$ cat src/rtl/alu_pkg.sv
// +--------------------------------------------------------------------+
// | alu_pkg : opcodes, FSM state encoding and default datapath width    |
// | Revision: 1.0                                                       |
// +--------------------------------------------------------------------+
`default_nettype none

package alu_pkg;

  localparam int ALU_WIDTH = 8;

  localparam logic [2:0] OP_ADD = 3'b000;
  localparam logic [2:0] OP_SUB = 3'b001;
  localparam logic [2:0] OP_AND = 3'b010;
  localparam logic [2:0] OP_OR  = 3'b011;
  localparam logic [2:0] OP_XOR = 3'b100;
  localparam logic [2:0] OP_SHL = 3'b101;
  localparam logic [2:0] OP_SHR = 3'b110;
  localparam logic [2:0] OP_MUL = 3'b111;

  typedef enum logic [0:0] {
    ST_IDLE = 1'b0,
    ST_MUL  = 1'b1
  } alu_state_e;

endpackage

`default_nettype wire

$ cat src/rtl/alu_mul_seq.sv
// +--------------------------------------------------------------------+
// | alu_mul_seq : shift-add multiply engine, one iteration per i_step   |
// | Revision: 1.0                                                       |
// +--------------------------------------------------------------------+
`default_nettype none

module alu_mul_seq #(
  parameter int WIDTH      = 8,
  parameter int MUL_CYCLES = WIDTH
) (
  input  logic               clk,
  input  logic               rst,
  input  logic               i_load,
  input  logic               i_step,
  input  logic [WIDTH-1:0]   i_a,
  input  logic [WIDTH-1:0]   i_b,
  output logic               o_step_done,
  output logic [2*WIDTH-1:0] o_product
);

  localparam int CW = $clog2(MUL_CYCLES + 1);

  logic [2*WIDTH-1:0] r_mcand;
  logic [WIDTH-1:0]   r_mplier;
  logic [2*WIDTH-1:0] r_acc;
  logic [CW-1:0]      r_count;
  logic [2*WIDTH-1:0] w_acc_next;

  // The product is taken from the accumulator value this step produces,
  // so the owner can write its result on the same edge as the last add.
  assign w_acc_next  = r_mplier[0] ? (r_acc + r_mcand) : r_acc;
  assign o_product   = w_acc_next;
  assign o_step_done = i_step && (r_count == CW'(MUL_CYCLES - 1));

  always_ff @(posedge clk) begin
    if (rst) begin
      r_mcand  <= '0;
      r_mplier <= '0;
      r_acc    <= '0;
      r_count  <= '0;
    end else if (i_load) begin
      r_mcand  <= {{WIDTH{1'b0}}, i_a};
      r_mplier <= i_b;
      r_acc    <= '0;
      r_count  <= '0;
    end else if (i_step) begin
      r_acc    <= w_acc_next;
      r_mcand  <= r_mcand << 1;
      r_mplier <= r_mplier >> 1;
      r_count  <= r_count + CW'(1);
    end
  end

endmodule

`default_nettype wire

$ cat src/rtl/alu_unit.sv
// +--------------------------------------------------------------------+
// | alu_unit : single-cycle ALU with optional multi-cycle shift-add MUL |
// | Build option: define ALU_MUL_EN to build the sequential multiplier. |
// | Revision: 1.0                                                       |
// +--------------------------------------------------------------------+
`default_nettype none

module alu_unit
  import alu_pkg::*;
#(
  parameter int WIDTH      = ALU_WIDTH,
  parameter int MUL_CYCLES = WIDTH
) (
  input  logic             clk,
  input  logic             rst,
  input  logic [WIDTH-1:0] a_in,
  input  logic [WIDTH-1:0] b_in,
  input  logic [2:0]       op,
  input  logic             start,
  input  logic             out_en,
  output logic [WIDTH-1:0] bus_out,
  output logic [WIDTH-1:0] result,
  output logic             carry,
  output logic             zero,
  output logic             busy,
  output logic             done
);

  logic [WIDTH-1:0] r_result;
  logic             r_carry;
  logic             r_zero;
  logic             r_done;
  logic [WIDTH-1:0] w_alu_res;
  logic             w_alu_carry;

  assign result  = r_result;
  assign carry   = r_carry;
  assign zero    = r_zero;
  assign done    = r_done;
  assign bus_out = out_en ? r_result : '0;

  // Opcode 111 falls to the default arm: pass-through when MUL is not built.
  always_comb begin
    w_alu_res   = a_in;
    w_alu_carry = 1'b0;
    case (op)
      OP_ADD:  {w_alu_carry, w_alu_res} = {1'b0, a_in} + {1'b0, b_in};
      OP_SUB: begin
        w_alu_res   = a_in - b_in;
        w_alu_carry = (a_in >= b_in);
      end
      OP_AND:  w_alu_res = a_in & b_in;
      OP_OR:   w_alu_res = a_in | b_in;
      OP_XOR:  w_alu_res = a_in ^ b_in;
      OP_SHL: begin
        w_alu_res   = {a_in[WIDTH-2:0], 1'b0};
        w_alu_carry = a_in[WIDTH-1];
      end
      OP_SHR: begin
        w_alu_res   = {1'b0, a_in[WIDTH-1:1]};
        w_alu_carry = a_in[0];
      end
      default: begin
        w_alu_res   = a_in;
        w_alu_carry = 1'b0;
      end
    endcase
  end

`ifdef ALU_MUL_EN
  alu_state_e         r_state;
  logic               r_busy;
  logic               w_load;
  logic               w_step;
  logic               w_step_done;
  logic [2*WIDTH-1:0] w_product;

  assign busy   = r_busy;
  assign w_load = (r_state == ST_IDLE) && start && (op == OP_MUL);
  assign w_step = (r_state == ST_MUL);

  alu_mul_seq #(
    .WIDTH      (WIDTH),
    .MUL_CYCLES (MUL_CYCLES)
  ) u_mul_seq (
    .clk         (clk),
    .rst         (rst),
    .i_load      (w_load),
    .i_step      (w_step),
    .i_a         (a_in),
    .i_b         (b_in),
    .o_step_done (w_step_done),
    .o_product   (w_product)
  );

  always_ff @(posedge clk) begin
    if (rst) begin
      r_state  <= ST_IDLE;
      r_busy   <= 1'b0;
      r_done   <= 1'b0;
      r_result <= '0;
      r_carry  <= 1'b0;
      r_zero   <= 1'b0;
    end else begin
      r_done <= 1'b0;
      case (r_state)
        ST_IDLE: begin
          if (start && (op == OP_MUL)) begin
            r_busy  <= 1'b1;
            r_state <= ST_MUL;
          end else if (start) begin
            r_result <= w_alu_res;
            r_carry  <= w_alu_carry;
            r_zero   <= (w_alu_res == '0);
            r_done   <= 1'b1;
          end
        end
        ST_MUL: begin
          if (w_step_done) begin
            r_result <= w_product[WIDTH-1:0];
            r_carry  <= |w_product[2*WIDTH-1:WIDTH];
            r_zero   <= (w_product[WIDTH-1:0] == '0);
            r_busy   <= 1'b0;
            r_done   <= 1'b1;
            r_state  <= ST_IDLE;
          end
        end
        default: r_state <= ST_IDLE;
      endcase
    end
  end
`else
  logic w_unused_mul_cycles;

  assign busy                = 1'b0;
  assign w_unused_mul_cycles = ^MUL_CYCLES;

  always_ff @(posedge clk) begin
    if (rst) begin
      r_done   <= 1'b0;
      r_result <= '0;
      r_carry  <= 1'b0;
      r_zero   <= 1'b0;
    end else begin
      r_done <= start;
      if (start) begin
        r_result <= w_alu_res;
        r_carry  <= w_alu_carry;
        r_zero   <= (w_alu_res == '0);
      end
    end
  end
`endif

endmodule

`default_nettype wire

$ cat config.mk
export PLATFORM = sky130hd
export DESIGN_NAME = alu_unit
export DESIGN_NICKNAME = d
export VERILOG_FILES = /design/src/rtl/alu_pkg.sv /design/src/rtl/alu_mul_seq.sv /design/src/rtl/alu_unit.sv
export SDC_FILE = /design/constraint.sdc
export NUM_CORES = 1
export LEC_CHECK = 0
export CAP_MARGIN = 0
export CORE_MARGIN = 3
export CORE_UTILIZATION = 47
export DETAILED_ROUTE_END_ITERATION = 6
export PLACE_DENSITY = 0.76
export SLEW_MARGIN = 20
export SYNTH_ARGS = -nofsm -noshare
export SYNTH_HDL_FRONTEND = slang
export SYNTH_SLANG_ARGS = --single-unit
$ cat constraint.sdc
create_clock -name clk -period 3.95 [get_ports clk]
set_input_delay 0.79 -clock clk [delete_from_list [all_inputs] [get_ports clk]]
set_output_delay 0.79 -clock clk [all_outputs]
set_load 0.05 [all_outputs]
# Yosys cells after proc, flatten, opt, wreduce, memory -nomap -nowiden
# Index checks and enable logic that the tools add are counted.
classes:
  n_addsub: 2
  magnitude_cmp: 1
  n_eq_ne: 6
  n_mux: 3
  bitwise: 3
  n_reduce_logical: 2
op_table:
  columns: ["operator", "count"]
  rows:
  - ["$pmux 8 s7", 1]
  - ["$add 8x8->9", 1]
  - ["$eq 3x3->1 const B", 3]
  - ["$and 8x8->8", 1]
  - ["$ge 8x8->1", 1]
  - ["$logic_not 8->1", 1]
  - ["$mux 8", 1]
  - ["$or 8x8->8", 1]
  - ["$sub 8x8->8", 1]
  - ["$xor 8x8->8", 1]
  - ["$eq 3x2->1 const B", 2]
  - ["$pmux 1 s4", 1]
  - ["$eq 3x1->1 const B", 1]
  - ["$logic_not 3->1", 1]
word_totals:
  regBits: 11
  output_inout_bits: 20
  word_cells: 21

# Longest topological paths before layout
logic_depth:
  depth_word: 3
  depth_mapped: 10

# Worst setup path before layout
# No wires, ideal clock.
synth_timing:
  kind: "input port to flip-flop"
  from: "input a_in[0]"
  to: "register r_zero, in the netlist zero"
  arrival_time_ps: 2433
  slack_ps: 1381
  path_stages: 9
  path_buffers: 0
  path_cell_list: "ha_1 fa_1 nand3_1 nand2_1 a31o_1 a2111oi_1 a211oi_1 a31oi_1 o32ai_1"
synth_via:
  elab_chain_cells: 3
synth_rtl:
  columns: ["item", "line", "rtl"]
  rows:
  - ["start: declaration", "alu_unit.sv:16", "input logic [WIDTH-1:0] a_in,"]
  - ["$sub 8x8->8, or another cell as far along", "alu_unit.sv:49", "w_alu_res = a_in - b_in;"]
  - ["$pmux 8 s7 *", "alu_unit.sv:46", "case (op)"]
  - ["$logic_not 8->1 *", "alu_unit.sv:149", "r_zero <= (w_alu_res == '0);"]
  - ["end signal: assignment", "alu_unit.sv:149", null]
  - ["end: declaration", "alu_unit.sv:31", "logic r_zero;"]
# Mark *: on every way between the ends. The rest lies on a longest branch, timed or not.
# A chain may end at the register's enable or synchronous reset.

# Final worst setup path
layout_timing:
  from: "input a_in[3]"
  to: "register r_zero, in the netlist zero"
# Same word-level chain as after synthesis.

==> results.json <==
{
  "ys_seq_area_share_pct": 11.9,
  "cts_buffers": 3,
  "synth_cell_types": 58,
  "slew_headroom_pct": 61.5,
  "cp_top_family": "compound AO/OA/AOI/OAI gates",
  "drive_above_1_share_pct": 6.55,
  "multi_input_area_um2": 1430,
  "drtPass1Iterations": 4,
  "clkTransAtPathRegs_ps": 50,
  "coreArea_um2": 3740,
  "dieHeight_um": 68.8,
  "cts.path.max_buffers": 2,
  "holdWs_ps": 488,
  "wl_per_cell_um": 14.3,
  "synth_fp_nets": 292,
  "cts_tree": "built",
  "rsz0062_at_grt": "false",
  "ctsResizeCount": 0,
  "setup_viol_count_final": 0,
  "hold_viol_final": 0,
  "crit_arrival_ps": 3420,
  "worst_slack_ps": 665,
  "avgSynthCellArea_um2": 7.63,
  "power.leakage_nw": 0.972,
  "worstSetupEndpointType": "register",
  "hp-class": "register to register",
  "drv_slew": 0,
  "tightest_slew_ps": 576,
  "cts_root_buf": "clkbuf_8",
  "synthCells": 243,
  "grt_pass1_wl_mm": 7.58,
  "synth-seq-cells": 11,
  "timing.final.crit_share_pct": 83.2,
  "num_io_pins": 43,
  "die_w_um": 68.8,
  "antenna_found_initial": 0,
  "totalWireLength_mm": 4.63,
  "overflow": 0,
  "grt.total_usage_pct": 20.7,
  "max_freq_mhz": 304,
  "start_kind": "primary input",
  "drt_iter0_drc": 92,
  "first_global_vias": 1701,
  "area_growth_pct": 23.8,
  "drc": 0,
  "critPathMostFrequentCell": "o32ai_1",
  "synth-edff-count": 0,
  "place_ws_ps": 451,
  "finalClockSkew_ps": 0,
  "synth_ff_type": "dfxtp_1",
  "grt_max_degree": 22,
  "critical_path_class": "primary input to register",
  "nNetsFinal": 325,
  "finalPower_mw": 0.532,
  "netlist_area_um2": 1850,
  "drt-vias-per-instance": 5.73,
  "critPathBufInv": 2,
  "fp.dieArea_um2": 4730,
  "gp_congestion": 0.926,
  "yosys_warnings": 0,
  "powerDensity_nw_per_um2": 232,
  "max_stage_delay_ps": 550,
  "fin_crit_ps": 3290,
  "worst-path-max-fanout": 9,
  "cap_viol_max_count": 0,
  "critPathRequiredTime_ps": 4090,
  "outcome": "finished clean",
  "floorplan.initialDensity_pct": 49.5,
  "ant_nets": 0,
  "setup_tns_ps": 0,
  "htree_levels": 1,
  "peakVddDrop_uv": 104,
  "vias": 1851,
  "dpl.hpwl_mm": 3.82,
  "rows": 22,
  "slowest_stage": "clkdlybuf4s50_1",
  "insertedDiodeCount": 0,
  "clkLatencyLatePin_ps": 230,
  "hold_buffers": 0,
  "port_buffers": 41,
  "n_fill_cell": 381,
  "synth-async-reset-ratio_pct": 0,
  "ff_latch_area_um2": 220,
  "post_cts_buffers": 0,
  "cts_sinks": 11,
  "cp_cell_sequence": "clkdlybuf4s50_1 -> inv_1 -> ha_1 -> nor2_1 -> a2111oi_0 -> o32ai_1 -> xnor2_1 -> a22oi_2 -> nand4_1 -> o32ai_1"
}
## routing by layer
layer / GRT usage (%) / share of wire, % / up-vias
li1: - / - / 930
met1: 25.4 / 42 / 843
met2: 36.6 / 49 / 70
met3: 2.27 / 6.8 / 8
met4: 8.52 / 1.6 / 0
met5: 0 / 0 / -
## path summary, 6_finish.rpt
path,startpoint,end,slack (ps),cells after the start
hold reg to reg,result[0],result[0],490,2
setup reg to reg,result[7],result[7],3220,2
hold / removal,result[0],result[0],490,2
setup / recovery,a_in[3],zero,660,10
## cell usage after synthesis (5+ instances only)
| master | instances | area, um2 |
|---|---|---|
| ha_1 | 24 | 300 |
| inv_1 | 23 | 86.3 |
| nor2_1 | 16 | 60.1 |
| nand2_1 | 12 | 45.0 |
| a21oi_1 | 11 | 55.1 |
| dfxtp_1 | 11 | 220 |
| o21ai_0 | 11 | 55.1 |
| nor2b_1 | 10 | 62.6 |
| and2_1 | 8 | 50.1 |
| mux2i_1 | 7 | 70.1 |
| nor3_1 | 7 | 35.0 |
| a211oi_1 | 6 | 45.0 |
| a31oi_1 | 6 | 37.5 |
| buf_2 | 6 | 30.0 |
| nand3_1 | 6 | 30.0 |
| nand2b_1 | 5 | 31.3 |
| xnor2_1 | 5 | 43.8 |
## cells in the final DEF, fill, tap and decap left out, drive strengths merged, types with 3 or more instances in the layout
cell / synthesis / routed
nand3: 6 / 6
dfxtp: 11 / 11
clkdlybuf4s50: 0 / 41
a31oi: 6 / 6
o211ai: 3 / 3
nand2: 12 / 12
nor2b: 10 / 10
nor2: 16 / 16
a311oi: 3 / 3
a21o: 4 / 4
nor3: 7 / 7
nand2b: 5 / 5
a211oi: 6 / 6
o21ai: 13 / 13
xnor2: 5 / 5
buf: 13 / 4
and2: 9 / 9
clkbuf: 4 / 4
ha: 24 / 24
a21oi: 13 / 13
o22ai: 4 / 4
a2111oi: 3 / 3
inv: 26 / 26
mux2i: 7 / 7
## cells by family after synthesis
| logic type | Yosys count | synth area share, % |
|---|---|---|
| compound gates | 73 | 28.5 |
| xor+xnor | 5 | 2.36 |
| flops | 11 | 11.9 |
| simple gates | 74 | 20.8 |
| buf+inv | 43 | 11.1 |
| other cells | 1 | 0.202 |
| mux | 10 | 6.82 |
| fa+ha+maj | 26 | 18.4 |
## report_power, final
| group | total, mW | leakage (nW) | internal, mW | switching [mW] |
|---|---|---|---|---|
| registers | 0.125 | 0.0910 | 0.120 | 0.00517 |
| clock network | 0.109 | 0.0228 | 0.0705 | 0.0387 |
| logic | 0.297 | 0.858 | 0.122 | 0.175 |
## stage by stage
step,util [%],area [um2],cells
2_1_floorplan,-,1850,243
3_3_place_gp,60.1,2250,319
3_5_place_dp,60.1,2250,319
4_1_cts,61.3,2290,323
5_1_grt,61.3,2290,323
6_report,61.3,2290,323
## state kept, by name, summed over array words and instances, names as in the netlist
register / cells
zero: 1
result: 8
carry: 1
done: 1
## area by class of cell
cell class / count / share of cell area (%)
multi-input cells: 189 / 62.2
repair buffers: 45 / 19.2
flip-flops and latches: 11 / 9.60
inverters: 26 / 4.36
well taps: 48 / 2.62
clock buffers: 4 / 1.96
## worst min-delay path, cell delays in order, from the launching register on
cell and delay, ps:
dfxtp_1 310, nor2_1 90, nor3_1 50
Power figures use the tool's default switching activity.
